## src/rtl/perm_epoch_scheduler_pkg.sv

```systemverilog
// Shared types and constants for the permutation epoch scheduler and its mapping generator.
// Latency: n/a (types, constants and one pure LFSR step function).
// Backpressure: n/a.
package perm_sched_pkg;

  typedef enum logic [1:0] {
    ST_IDLE    = 2'd0,
    ST_PRESENT = 2'd1,
    ST_ACTIVE  = 2'd2,
    ST_NEXT    = 2'd3
  } state_t;

  // Number of ordered 3-of-4 lane-to-port mappings.
  localparam int NUM_PERMS = 24;

  // Fibonacci taps for x^5 + x^3 + 1: feedback from bit 4 (x^5) and bit 2 (x^3).
  localparam logic [4:0] LFSR_TAPS = 5'b10100;

  typedef logic [1:0] lane_idx_t;

  // perm[i] is the port driven by lane i.
  typedef lane_idx_t [2:0] perm_t;

  // Selection-0 mapping: lane0=3, lane1=0, lane2=1.
  localparam perm_t PERM_RESET = {2'd1, 2'd0, 2'd3};

  function automatic logic [4:0] lfsr_next(input logic [4:0] v);
    return {v[3:0], ^(v & LFSR_TAPS)};
  endfunction

endpackage

```

## src/rtl/perm_epoch_scheduler_gen.sv

```systemverilog
// Maps a selection index to an ordered 3-of-4 lane-to-port permutation.
// Latency: combinational. Backpressure: none.
// Ports: selection (index in), permutation (lane0..2 port indices out); illegal indices give the selection-0 mapping.
module SafePermutationGenerator
  import perm_sched_pkg::*;
#(
  parameter int PERM_SIZE = 5
) (
  input  logic [PERM_SIZE-1:0] selection,
  output perm_t                permutation
);

  logic [4:0] sel5;
  logic [4:0] grp;
  logic [4:0] rem;
  lane_idx_t  lane0;
  lane_idx_t  idx1;
  lane_idx_t  r0, r1, r2;
  lane_idx_t  lo, hi;
  logic       odd;

  // Ordering: lane0 walks 3,2,1,0 in groups of six; within a group the two
  // remaining lanes take the leftover ports in lexicographic order.
  always_comb begin
    sel5  = 5'(selection);
    grp   = sel5 / 5'd6;
    rem   = sel5 % 5'd6;
    lane0 = lane_idx_t'(5'd3 - grp);
    idx1  = lane_idx_t'(rem >> 1);
    odd   = rem[0];

    // Leftover ports in ascending order once lane0's port is removed.
    r0 = (lane0 == 2'd0) ? 2'd1 : 2'd0;
    r1 = (lane0 <= 2'd1) ? 2'd2 : 2'd1;
    r2 = (lane0 <= 2'd2) ? 2'd3 : 2'd2;

    lo = 2'd0;
    hi = 2'd0;
    permutation = PERM_RESET;
    if (selection < PERM_SIZE'(NUM_PERMS)) begin
      case (idx1)
        2'd0:    begin permutation[1] = r0; lo = r1; hi = r2; end
        2'd1:    begin permutation[1] = r1; lo = r0; hi = r2; end
        default: begin permutation[1] = r2; lo = r0; hi = r1; end
      endcase
      permutation[0] = lane0;
      permutation[2] = odd ? hi : lo;
    end
  end

endmodule

```

## src/rtl/perm_epoch_scheduler.sv

```systemverilog
// Per-epoch lane-to-port mapping scheduler (sequential or LFSR walk), offered to the crossbar over valid/ready.
// Latency: start -> valid 1 cycle; epoch end -> next valid 2 cycles (sequential) or 2+rejections (random); outputs registered.
// Backpressure: mapping held stable with valid high until perm_ready_i; the epoch timer only starts after the handshake.
// Ports: start_i/stop_i/mode_i/epoch_len_i control; perm_valid_o/perm_ready_i handshake;
//        perm_active_o, epoch_done_o status; selection_o/permutation_o current mapping.
module perm_epoch_scheduler
  import perm_sched_pkg::*;
#(
  parameter int         PERM_SIZE = 5,
  parameter int         NUM_PERMS = perm_sched_pkg::NUM_PERMS,
  parameter logic [4:0] LFSR_SEED = 5'h01
) (
  input  logic                 clk,
  input  logic                 rst_n,
  input  logic                 start_i,
  input  logic                 stop_i,
  input  logic                 mode_i,
  input  logic [7:0]           epoch_len_i,
  output logic                 perm_valid_o,
  input  logic                 perm_ready_i,
  output logic                 perm_active_o,
  output logic                 epoch_done_o,
  output logic [PERM_SIZE-1:0] selection_o,
  output perm_t                permutation_o
);

  localparam logic [PERM_SIZE-1:0] SEL_LAST = PERM_SIZE'(NUM_PERMS - 1);
  localparam logic [4:0]           LFSR_MAX = 5'(NUM_PERMS);

  state_t               state;
  logic [PERM_SIZE-1:0] seq_cnt;
  logic [PERM_SIZE-1:0] cand_sel;
  logic [PERM_SIZE-1:0] sel_inc;
  logic [4:0]           lfsr;
  logic [4:0]           lfsr_step;
  logic                 lfsr_ok;
  logic                 step_ok;
  logic                 mode;
  logic [7:0]           epoch_cnt;
  logic [7:0]           epoch_load;
  perm_t                cand_perm;

  // Candidate selection: IDLE offers the current value without advancing,
  // NEXT offers the advanced value. The random candidate is lfsr-1, legal
  // only while lfsr is in 1..NUM_PERMS.
  always_comb begin
    lfsr_step  = lfsr_next(lfsr);
    lfsr_ok    = (lfsr != 5'd0) && (lfsr <= LFSR_MAX);
    step_ok    = (lfsr_step != 5'd0) && (lfsr_step <= LFSR_MAX);
    sel_inc    = (selection_o >= SEL_LAST) ? '0 : selection_o + 1'b1;
    epoch_load = (epoch_len_i == 8'd0) ? 8'd1 : epoch_len_i;
    cand_sel   = selection_o;
    case (state)
      ST_IDLE: cand_sel = mode_i ? PERM_SIZE'(lfsr - 5'd1) : seq_cnt;
      ST_NEXT: cand_sel = mode ? PERM_SIZE'(lfsr_step - 5'd1) : sel_inc;
      default: cand_sel = selection_o;
    endcase
  end

  SafePermutationGenerator #(
    .PERM_SIZE (PERM_SIZE)
  ) u_gen (
    .selection   (cand_sel),
    .permutation (cand_perm)
  );

  always_ff @(posedge clk or negedge rst_n) begin
    if (!rst_n) begin
      state         <= ST_IDLE;
      perm_valid_o  <= 1'b0;
      perm_active_o <= 1'b0;
      epoch_done_o  <= 1'b0;
      selection_o   <= '0;
      permutation_o <= PERM_RESET;
      seq_cnt       <= '0;
      lfsr          <= LFSR_SEED;
      mode          <= 1'b0;
      epoch_cnt     <= 8'd0;
    end else begin
      epoch_done_o <= 1'b0;
      case (state)
        ST_IDLE: begin
          mode <= mode_i;
          if (start_i) begin
            // An out-of-range seed must not be offered; walk to a legal value first.
            if (mode_i && !lfsr_ok) begin
              state <= ST_NEXT;
            end else begin
              state         <= ST_PRESENT;
              perm_valid_o  <= 1'b1;
              selection_o   <= cand_sel;
              permutation_o <= cand_perm;
            end
          end
        end
        ST_PRESENT: begin
          if (perm_ready_i) begin
            state         <= ST_ACTIVE;
            perm_valid_o  <= 1'b0;
            perm_active_o <= 1'b1;
            epoch_cnt     <= epoch_load;
            // Registered pulse must coincide with the cycle the counter reads 1.
            epoch_done_o  <= (epoch_load == 8'd1);
          end
        end
        ST_ACTIVE: begin
          epoch_cnt <= epoch_cnt - 8'd1;
          if (epoch_cnt == 8'd2) epoch_done_o <= 1'b1;
          if (epoch_cnt == 8'd1) begin
            perm_active_o <= 1'b0;
            if (stop_i) begin
              state <= ST_IDLE;
            end else begin
              state <= ST_NEXT;
              mode  <= mode_i;
            end
          end
        end
        ST_NEXT: begin
          if (!mode) begin
            seq_cnt       <= sel_inc;
            state         <= ST_PRESENT;
            perm_valid_o  <= 1'b1;
            selection_o   <= cand_sel;
            permutation_o <= cand_perm;
          end else begin
            lfsr <= lfsr_step;
            if (step_ok) begin
              state         <= ST_PRESENT;
              perm_valid_o  <= 1'b1;
              selection_o   <= cand_sel;
              permutation_o <= cand_perm;
            end
          end
        end
        default: state <= ST_IDLE;
      endcase
    end
  end

endmodule

```

## config.mk

```make
export PLATFORM = sky130hd
export DESIGN_NAME = perm_epoch_scheduler
export DESIGN_NICKNAME = d
export VERILOG_FILES = /design/src/rtl/perm_epoch_scheduler_pkg.sv /design/src/rtl/perm_epoch_scheduler_gen.sv /design/src/rtl/perm_epoch_scheduler.sv
export SDC_FILE = /design/constraint.sdc
export NUM_CORES = 1
export LEC_CHECK = 0
export CAP_MARGIN = 20
export CORE_UTILIZATION = 30
export CTS_CLUSTER_DIAMETER = 30
export DETAILED_ROUTE_END_ITERATION = 8
export PLACE_DENSITY = 0.45
export SKIP_LAST_GASP = 1
export SLEW_MARGIN = 25
export SYNTH_ARGS = -nofsm -noshare
export SYNTH_HDL_FRONTEND = slang
export SYNTH_HIERARCHICAL = 1
export SYNTH_SLANG_ARGS = --single-unit
```

## constraint.sdc

```tcl
create_clock -name clk -period 6.2 [get_ports clk]
set_input_delay 1.24 -clock clk [delete_from_list [all_inputs] [get_ports clk]]
set_output_delay 1.24 -clock clk [all_outputs]
set_load 0.03 [all_outputs]
```

# Word level (Yosys, flattened, before mapping)
# Index checks and enable logic that the tools add are counted.
totals:
  reg_bits: 35
  in_bits: 14
  out_inout_bits: 14
  wordCells: 111
op_classes:
  n_addsub: 5
  div: 2
  order_cmp: 6
  n_eq_ne: 13
  n_mux: 48
  bitwise: 1
  n_reduce_logical: 24
op_table:
  columns: ["op", "count"]
  rows:
  - ["5-bit two-way mux", 7]
  - ["6-bit two-way mux", 5]
  - ["2-bit two-way mux", 11]
  - ["5-bit one-hot mux with 2 select lines", 2]
  - ["8-bit by 1-bit == test with 1-bit output (second input constant)", 2]
  - ["8-bit two-way mux", 2]
  - ["8-bit one-hot mux with 2 select lines", 1]
  - ["1-bit two-way mux", 13]
  - ["6-bit one-hot mux with 2 select lines", 1]
  - ["5-bit less-or-equal comparator (second input constant)", 2]
  - ["2-bit inequality test (second input constant)", 5]
  - ["5-bit nonzero test", 2]
  - ["5-bit by 1-bit subtractor with 5-bit output (second input constant)", 2]
  - ["8-bit by 2-bit == test with 1-bit output (second input constant)", 1]
  - ["8-bit zero test", 1]
  - ["2-bit one-hot mux with 4 select lines", 1]
  - ["4-bit AND reduction", 2]
  - ["8-bit by 1-bit subtractor with 8-bit output (second input constant)", 1]
  - ["2-bit zero test", 3]
  - ["1-bit one-hot mux with 2 select lines", 3]
  - ["2-bit AND reduction", 3]
  - ["3-bit AND reduction", 2]
  - ["2-bit nonzero test", 3]
  - ["5-bit by 1-bit adder with 5-bit output (second input constant)", 1]
  - ["other kinds (19)", 23]

# Longest topological paths before layout
# Gate-level depths: netlist of run 1.
depth:
  ltp_word: 14
  ltp_mapped: 23
  mapped_depth_nobuf: 23

# Cells and area by module
# The synthesis of run 1 kept the hierarchy.
modules_own_cells:
  columns: ["mod", "instances", "cells_per_inst", "area_per_inst_um2", "seq_area_each_um2"]
  rows:
  - ["perm_epoch_scheduler", 1, 245, 2324.7, 880.8]
  - ["SafePermutationGenerator", 1, 69, 471.7, 0.0]

# Least setup slack after synthesis of run 1
# OpenSTA, ideal clock, no wires.
synth_timing:
  path_type: "input to register"
  startpoint: "input mode_i"
  endpoint: "register permutation_o[2] in the netlist's numbering"
  setup_time_ps: 125
  arrival_time_ps: 4704
  required_time_ps: 6075
  setup_slack_ps: 1371
  cell_stages: 19
  n_path_buf: 2
  cell_sequence: "clkbuf_1 > and2_1 > o221ai_1 > mux2_2 > ha_1 > clkbuf_1 > o21ai_0 > o21ai_0 > ha_1 > inv_1 > a31oi_1 > a31oi_1 > inv_1 > ha_1 > o21bai_4 > o2bb2ai_1 > and2_1 > o221ai_1 > mux2_4"
synth_lines:
  columns: ["item", "line", "text"]
  rows:
  - ["start: declaration", "perm_epoch_scheduler.sv:17", "input logic mode_i,"]
  - ["end signal: assignment", "perm_epoch_scheduler.sv:92", "permutation_o <= cand_perm;"]
  - ["end signal: assignment", "perm_epoch_scheduler.sv:125", "permutation_o <= cand_perm;"]
  - ["end signal: assignment", "perm_epoch_scheduler.sv:132", "permutation_o <= cand_perm;"]
  - ["end: declaration", "perm_epoch_scheduler.sv:24", "output perm_t permutation_o"]

==> flow_metrics.env, run 1 <==
export IMPL_cp_required_ns=6.39
export IMPL_floorplan_die_width_um=98.55
export IMPL_fmaxAchievable_ghz=0.1860
export IMPL_finalSetupViolCount=0
export IMPL_fp_row_count=34
export IMPL_clock_root_buffer="clkbuf_8"
export IMPL_reg2reg_depth=21
export IMPL_synth_cells=314
export IMPL_fp_dieH_um=98.55
export IMPL_hpwl_um=4881
export IMPL_synth_top_family_by_area="compound AO/OA/AOI/OAI gates"
export IMPL_ys_flop_type="dfrtp_1"
export IMPL_yosysMostFrequentCell="nand2_1"
export IMPL_cts_sinks=35
export IMPL_start_util_pct=31.45
export IMPL_drt_iter0_drc=55
export IMPL_post_cts_buffers=0
export IMPL_antenna_cells=0
export IMPL_synth_top_area_share_pct=27.74
export IMPL_clock_latency_ns=0.30
export IMPL_tightest_slew_ns=0.8789
export IMPL_min_delay_start="seq_cnt[3]$_DFFE_PN0P_"
export IMPL_via_per_inst=5.263
export IMPL_r2r_start="lfsr[2]$_DFFE_PN0P_"
export IMPL_nets=369
export IMPL_grt_usage_pct=14.82
export IMPL_yosysTopAreaCell="dfrtp_1"
export IMPL_ys_ff_latch=35
export IMPL_grt_start_max_net_pins=36
export IMPL_grt_pass1_wl_um=11630
export IMPL_cts_hold_buffers=0
export IMPL_cp_start_kind="input pin"
export IMPL_ys_seq_area_share_pct=31.50
export IMPL_synth_cell_area_um2=2796
export IMPL_numCtsBuffers=5
export IMPL_fin_cells=448
export IMPL_syn_nets=344
export IMPL_pin_count=28
export IMPL_hold_path_class="flop to flop"
export IMPL_grt_ovfl_total=0
export IMPL_finalCritPeriodShare_pct=86.72
export IMPL_syn_area_per_cell_um2=8.906
export IMPL_drcViolationCount=0
export IMPL_finalClockSkew_ns=0.009624
export IMPL_holdPathEnd="seq_cnt[3]$_DFFE_PN0P_"
export IMPL_synth_edff_count=0
export IMPL_hold_depth=2
export IMPL_place_congestion=0.8191
export IMPL_synthArstFlopShare_pct=100.0
export IMPL_fin_util_pct=36.46
export IMPL_area_growth_pct=15.93
export IMPL_yosys_area_share_simple_pct=20.45
export IMPL_r2r_end="permutation_o[2]$_DFFE_PN0P_"
export IMPL_synthXorXnorAreaFrac_pct=2.506
export IMPL_synth_adder_area_share_pct=7.159
export IMPL_antenna_found_initial=0
export IMPL_hold_viol=0
export IMPL_die_area_um2=9711
export IMPL_report_final_slew_viol_count=0
export IMPL_synth_warnings=6
export IMPL_clk_pin_slew_ns=0.08
export IMPL_synthMuxAreaShare_pct=10.16
export IMPL_rrSetupSlack_ns=1.07
export IMPL_cts_resized_gates=0
export IMPL_wirelength_um=6757
export IMPL_endpoint_kind="flop"
export IMPL_tns_ns=0
export IMPL_rsz0062_at_grt="no"
export IMPL_critPathArrivalTime_ns=5.56
export IMPL_synth_compound_area_share_pct=22.51
export IMPL_dp_cells=440
export IMPL_netlist_cell_type_count=64
export IMPL_detail_route_antenna_nets=0
export IMPL_status="complete, no violations"
export IMPL_drive_above_1_share_pct=12.94
export IMPL_synth_top_cells_by_area="dfrtp_1 (28%), ha_1 (7.2%), mux2_4 (4.8%)"
export IMPL_cap_violations=0
export IMPL_relSlewSlack_pct=40.86
export IMPL_path_class="input pin to flop"
export IMPL_vias=2358
export IMPL_synth_commonest_cells="nand2_1 (36), dfrtp_1 (31), nor2_1 (23), inv_1 (20), o21ai_0 (20)"
export IMPL_wl_per_cell_um=15.08
export IMPL_htreeDepth=2
export IMPL_min_period_ns=5.377
export IMPL_io_buffer_count=27
export IMPL_core_region_area_um2=8891
export IMPL_cp_max_fo=15
export IMPL_first_pass_iters=6
export IMPL_clk_path_buf_depth=2
export IMPL_cts_tree="yes"
export IMPL_grt_pass1_vias=2334
==> state kept, by name (all words and copies together), names as in the netlist <==
| signal | flops |
|---|---|
| seq_cnt | 5 |
| selection_o | 5 |
| perm_valid_o | 1 |
| epoch_done_o | 1 |
| lfsr | 5 |
| state | 2 |
| permutation_o | 6 |
| mode | 1 |
| perm_active_o | 1 |
| epoch_cnt | 8 |
==> logic make-up after synthesis <==
| family | Yosys count |
|---|---|
| compound gates | 86 |
| xor+xnor | 8 |
| fa+ha+maj | 16 |
| buf+inv | 36 |
| flops | 35 |
| mux | 23 |
| simple gates | 110 |
==> metrics by stage <==
| step | setup WS (ns) | instance area (um^2) | hold WS [ns] |
|---|---|---|---|
| after floorplan | 1.371 | 2796 | 0.4416 |
| after global placement | 0.6823 | 3161 | 0.4656 |
| after detailed placement | 0.4944 | 3161 | 0.4626 |
| after CTS | 0.8013 | 3242 | 0.4816 |
| after global routing | 0.4318 | 3242 | 0.5003 |
| final | 0.8231 | 3242 | 0.4763 |
==> placed cells by master, fill, tap and decap left out, types with 4 or more instances in the layout <==
cell type	count
dfstp_2	4
dfrtp_1	31
mux2_4	9
clkdlybuf4s50_1	26
o22ai_1	4
xor2_1	4
nand2b_1	5
nor3_1	5
a21oi_1	15
clkbuf_8	5
mux2_2	7
xnor2_1	4
nand3_1	10
ha_1	16
nand2_1	36
o211ai_1	7
nor2_1	23
o21ai_0	20
a31oi_1	5
nor2b_1	6
buf_4	6
inv_1	20
mux2i_1	7
==> worst max path at each step <==
stage                 from                            to  cells after the start
floorplan           mode_i  permutation_o[2]$_DFFE_PN0P_                     19
global placement    mode_i  permutation_o[2]$_DFFE_PN0P_                     18
detailed placement  mode_i  permutation_o[2]$_DFFE_PN0P_                     18
CTS                 mode_i  permutation_o[2]$_DFFE_PN0P_                     18
global route        mode_i  permutation_o[2]$_DFFE_PN0P_                     18
finish              mode_i  permutation_o[2]$_DFFE_PN0P_                     18
==> worst max-delay path: stages <==
cell and delay (ns):
clkdlybuf4s50_1 0.55, o21ai_0 0.11, o221ai_1 0.25, mux2_2 0.29, ha_1 0.44, nor2b_1 0.35, o21ai_0 0.15, ha_1 0.23
inv_1 0.10, a31oi_1 0.05, a31oi_1 0.28, inv_1 0.10, ha_1 0.22, o21bai_4 0.21, o2bb2ai_1 0.41, and2_1 0.19
o221ai_1 0.12, mux2_4 0.27
==> layout make-up <==
class,count,area (um^2)
multi-input combinational,243,1755
sequential,35,880.8
clock inverter,1,5.005
timing repair buffer,33,310.3
clock buffer,7,76.32
inverter,21,78.83
fill,932,5649
tap,108,135.1
==> routing by layer <==
layer  vias to the layer above  wire [um]  global-route usage, %
met1                      1125       3581                  21.05
met3                         5        177                  2.695
met5                         -          0                      0
li1                       1194          -                      -
met4                         0         73                  3.789
met2                        34       2925                  23.19
Power of run 1 is left out: the tool's default activity adds up to more than one toggle a clock period on the data nets, which glitch-free logic cannot reach.
==> run 2, diff against run 1 <==
- ABC_AREA: default -> 0
==> results of run 2 <==
Same layout as run 1: the final DEF is identical, and so are final timing and power.
Power of run 2 is left out for the same reason.
==> RTL change 1 (config.mk and constraints of run 1) <==
`PERM_SIZE` is set to 5 in 2 places; all go to 10.
--- a/src/rtl/perm_epoch_scheduler_gen.sv
+++ b/src/rtl/perm_epoch_scheduler_gen.sv
@@ -4,7 +4,7 @@
 module SafePermutationGenerator
   import perm_sched_pkg::*;
 #(
-  parameter int PERM_SIZE = 5
+  parameter int PERM_SIZE = 10
 ) (
   input  logic [PERM_SIZE-1:0] selection,
   output perm_t                permutation
--- a/src/rtl/perm_epoch_scheduler.sv
+++ b/src/rtl/perm_epoch_scheduler.sv
@@ -6,7 +6,7 @@
 module perm_epoch_scheduler
   import perm_sched_pkg::*;
 #(
-  parameter int         PERM_SIZE = 5,
+  parameter int         PERM_SIZE = 10,
   parameter int         NUM_PERMS = perm_sched_pkg::NUM_PERMS,
   parameter logic [4:0] LFSR_SEED = 5'h01
 ) (
Interface: changed (resized selection_o); port bits go from 28 to 33. No check against the original RTL was run, so the function may have changed too.
==> RTL change 1 against run 1 <==
  * Global-route usage fell by 0.28 points
  * Routed wire length grew 11%
  * Sequential cell count increased by 10
  * Worst setup slack improved by 0.24 ns
  * Cell area increased by 12%
  * Fmax increased by 4.7%
  * Critical path depth down 2
  * Register-to-register slack better by 0.30 ns
  * Die area increased by 13%
  * Area after synthesis up 13%
Power is left out: the tool's default activity adds up to more than one toggle a clock period on the data nets, which glitch-free logic cannot reach.
==> RTL change 1: results (changes against run 1) <==
Final layout
  • Sequential Area: 1130 um^2 (+28%)
  • Invs w/o clock: 20 (-4.8%)
  • Largest registers: selection_o: 10 flops, seq_cnt: 10 flops, epoch_cnt: 8 flops
  • Fraction of area in multi-input gates: 50.3% (-3.8 points)
  • Layout cell share with drive strength beyond 1: 11.8% (-1.1 points)
  • Signal buffers: 36 (+9.1%)
  • Seq/total area: 31.2% (+4.0 points)
  • Multi-input gates: 255 (+4.9%)
  • # nets final: 391 (+6.0%)

GRT
  • Largest net degree at the start of global routing: 46 (+28%)
  • Met3 Use GR: 2.37% (-0.32 points)
  • All-Layer GR Usage: 14.5% (-0.28 points)
  • Met1 usage: 21.2% (+0.11 points)
  • Met2 Track Usage GR: 22.7% (-0.48 points)

Routing
  • Number of DRC markers in iteration 0: 127 (+130%)
  • Routed wire length: 7.47 mm (+11%)
  • Vias: 2543 (+7.8%)
  • Vias per cell: 5.09 (-3.4%)

Setup path
  • Reg2Reg Setup Slack: 1.37 ns (+0.30 ns)
  • Reg2Reg Depth: 18 (-14%)
  • Critical path peak fanout: 12 (-3)

Logic synthesis
  • Post-Synthesis Cell Area: 3170 um^2 (+13%)
  • Synth top cells by count: 41 x dfrtp_1, 25 x a21oi_1, 24 x o21ai_0
  • Synth unique cells: 67 (+4.7%)

CTS
  • CTS Sinks: 45 (+29%)

STA
  • Worst slew pin tran: 0.693 ns (-0.186 ns)
  • Clock Skew: 0.0126 ns (+0.00300 ns)

Placed design
  • RePlAce Congestion: 0.788 (-3.8%)
  • Buffers added on ports: 32 (+19%)

Hold path
  • Hold path cells: 1 (-1)

Outcome
  • Outcome: completed
-- RTL change 1: logic make-up after synthesis --
kind of cell / count (synthesis) / synth area share, %
adders and majority gates: 14 / 5.53
buffers and inverters: 40 / 6.52
AOI/OAI and AO/OA: 110 / 24.3
DFF: 45 / 35.7
muxes: 18 / 6.64
and+or+nand+nor: 106 / 19.3
xor gates and xnor gates: 7 / 1.94
-- RTL change 1: worst max-delay path by stage --
stage           start                to  slack, ns  cells past startpoint
3_5_place_dp   mode_i  permutation_o[2]       0.81                     16
3_3_place_gp   mode_i  permutation_o[4]       0.82                     16
2_1_floorplan  mode_i  permutation_o[4]       1.60                     18
4_1_cts        mode_i  permutation_o[2]       1.12                     16
6_report       mode_i  permutation_o[2]       1.06                     16
5_1_grt        mode_i  permutation_o[2]       0.66                     16
-- RTL change 1: layer usage --
metal,vias up,part of all wire [%],wire [um]
met5,-,0,0
met3,2,2.0,151
met2,28,45,3350
met1,1230,53,3950
met4,0,0.32,24
li1,1283,-,-
==> RTL change 2 (flow settings as in run 1) <==
Without the edit above. The 4 states of `state_t` get a one-hot encoding in 4 bits.
--- a/src/rtl/perm_epoch_scheduler_pkg.sv
+++ b/src/rtl/perm_epoch_scheduler_pkg.sv
@@ -3,11 +3,11 @@
 // Backpressure: n/a.
 package perm_sched_pkg;
 
-  typedef enum logic [1:0] {
-    ST_IDLE    = 2'd0,
-    ST_PRESENT = 2'd1,
-    ST_ACTIVE  = 2'd2,
-    ST_NEXT    = 2'd3
+  typedef enum logic [3:0] {
+    ST_IDLE    = 4'b0001,
+    ST_PRESENT = 4'b0010,
+    ST_ACTIVE  = 4'b0100,
+    ST_NEXT    = 4'b1000
   } state_t;
 
   // Number of ordered 3-of-4 lane-to-port mappings.
Check against the original RTL: same outputs for any inputs over 10 cycles, from zero or initial values and one cycle with rst_n low; not proved beyond that.
==> RTL change 2 against run 1 <==
  * Area after synthesis grew 1.1%
  * Highest routed layer unchanged
  * Cell area shrank 0.12%
  * Register-to-register slack lost 0.33 ns
  * Critical path depth grew 1
  * Count of clock-buffer cells in the layout shrank 1
  * Sequential cell count grew 2
  * Critical endpoint unchanged
  * Worst setup slack lost 0.29 ns
  * Utilization shrank 1.3 points
  * Routed wire length grew 1.1%
  * First-iteration DRC count shrank 7.3%
Power is not shown: default switching activity piles up to over one toggle a cycle in this logic, so the estimate is an artifact.
==> RTL change 2: results (changes against run 1) <==
Logic synthesis
  • Synth area leaders: dfrtp_1 28%, ha_1 5.3%, mux2_4 4.8%, dfstp_2 4.6%, nand2_1 4.0%
  • Synth unique cells: 74 (+16%)
  • Synth top cells by count: 32 x dfrtp_1, 30 x nand2_1, 28 x nor2_1
  • Register area share after synthesis: 33.0% (+1.5 points)
  • Mapped Nets: 335 (-2.6%)

Final layout
  • Layout cell share with drive strength beyond 1: 12.5% (-0.48 points)
  • # nets final: 354 (-4.1%)
  • Final core occ: 35.2% (-1.3 points)
  • Filler cells: 970 (+4.1%)

Routing
  • Routed wire length: 6.83 mm (+1.1%)
  • DRT Pass-1 Iters: 4 (-2)
  • Number of DRC markers in iteration 0: 51 (-7.3%)
  • Vias: 2360 (+0.085%)

Placed design
  • Placed inst area: 3120 um^2 (-1.2%)
  • Hpwl dp: 4.97 mm (+1.7%)
  • RePlAce Congestion: 0.790 (-3.6%)
  • Buffers added on ports: 27 (unchanged)

STA
  • Worst slew pin tran: 0.642 ns (-0.237 ns)
  • Clock Skew: 0.0112 ns (+0.00159 ns)

GRT
  • First-pass GRT wire length: 11.5 mm (-1.4%)
  • Largest net degree at the start of global routing: 38 (+5.6%)
  • All-Layer GR Usage: 14.7% (-0.16 points)

Setup path
  • Worst Path Arrival: 5.85 ns (+0.29 ns)
  • Reg2Reg Depth: 22 (+4.8%)

Outcome
  • Outcome: completed

Hold path
  • Hold path cells: 1 (-1)
## RTL change 2: cell count changes after synthesis, moves of 3 or more
cell and delta:
a21boi_0 -3, a21o_1 +3, buf_2 +5, clkbuf_1 -4, ha_1 -4, inv_1 -6
mux2i_1 -3, nand2_1 -6, nor2_1 +5, nor2b_1 -3, nor3_1 +3, o22a_1 -3
or3_1 +4, xnor2_1 +3
## RTL change 2: final cells by class
cell class | count | area, um^2 | area share [%]
Tap cell | 111 | 139 | 4.29
Clock inverter | 2 | 38.8 | 1.20
Multi-Input combinational cell | 243 | 1740 | 53.6
Clock buffer | 6 | 72.6 | 2.24
Sequential cell | 37 | 932 | 28.8
Inverter | 14 | 52.6 | 1.62
Timing Repair Buffer | 27 | 268 | 8.27
## RTL change 2: logic make-up (layout without fill, tap and decap cells)
group,after synthesis,count (layout),share of synthesized area (%)
buf+inv,29,49,5.75
mux,18,18,8.19
xor+xnor,10,10,3.10
compound gates,88,88,23.1
fa+ha+maj,12,12,5.31
simple gates,115,115,21.6
flops,37,37,33.0
## RTL change 2: final timing paths
path | from | to | slack, ns
min in group asynchronous | rst_n | lfsr[3] | 0.91
max | mode_i | permutation_o[2] | 0.53
max reg2reg | lfsr[2] | permutation_o[2] | 0.74
max in group asynchronous | rst_n | permutation_o[0] | 4.91
min reg2reg | seq_cnt[4] | seq_cnt[4] | 0.49
min | seq_cnt[4] | seq_cnt[4] | 0.49
## RTL change 2: layer usage
metal	part of all wire [%]	global-route usage [%]	wire [um]
met3	2.7	2.41	185
met2	43	22.6	2950
met5	0	0	0
met4	1.8	4.41	121
met1	52	21.0	3570
## RTL change 2: stage by stage
| step | instances | setup slack (ns) |
|---|---|---|
| global placement | 432 | 0.353 |
| detailed placement | 432 | 0.190 |
| finish | 440 | 0.529 |
| global route | 440 | 0.0878 |
| CTS | 440 | 0.494 |
| floorplan | 309 | 1.30 |
## RTL change 2: critical path, cell delays in order
cell and delay, ns:
clkdlybuf4s50_1 0.71, nor2_1 0.09, a21oi_1 0.15, a211o_1 0.16
a21boi_1 0.38, ha_2 0.42, nor2b_1 0.33, o21ai_0 0.15
ha_1 0.24, inv_1 0.10, a31oi_1 0.05, a31oi_1 0.28
inv_1 0.11, ha_1 0.23, o21bai_4 0.21, o2bb2ai_1 0.41
and2_1 0.19, o221ai_1 0.12, mux2_4 0.29
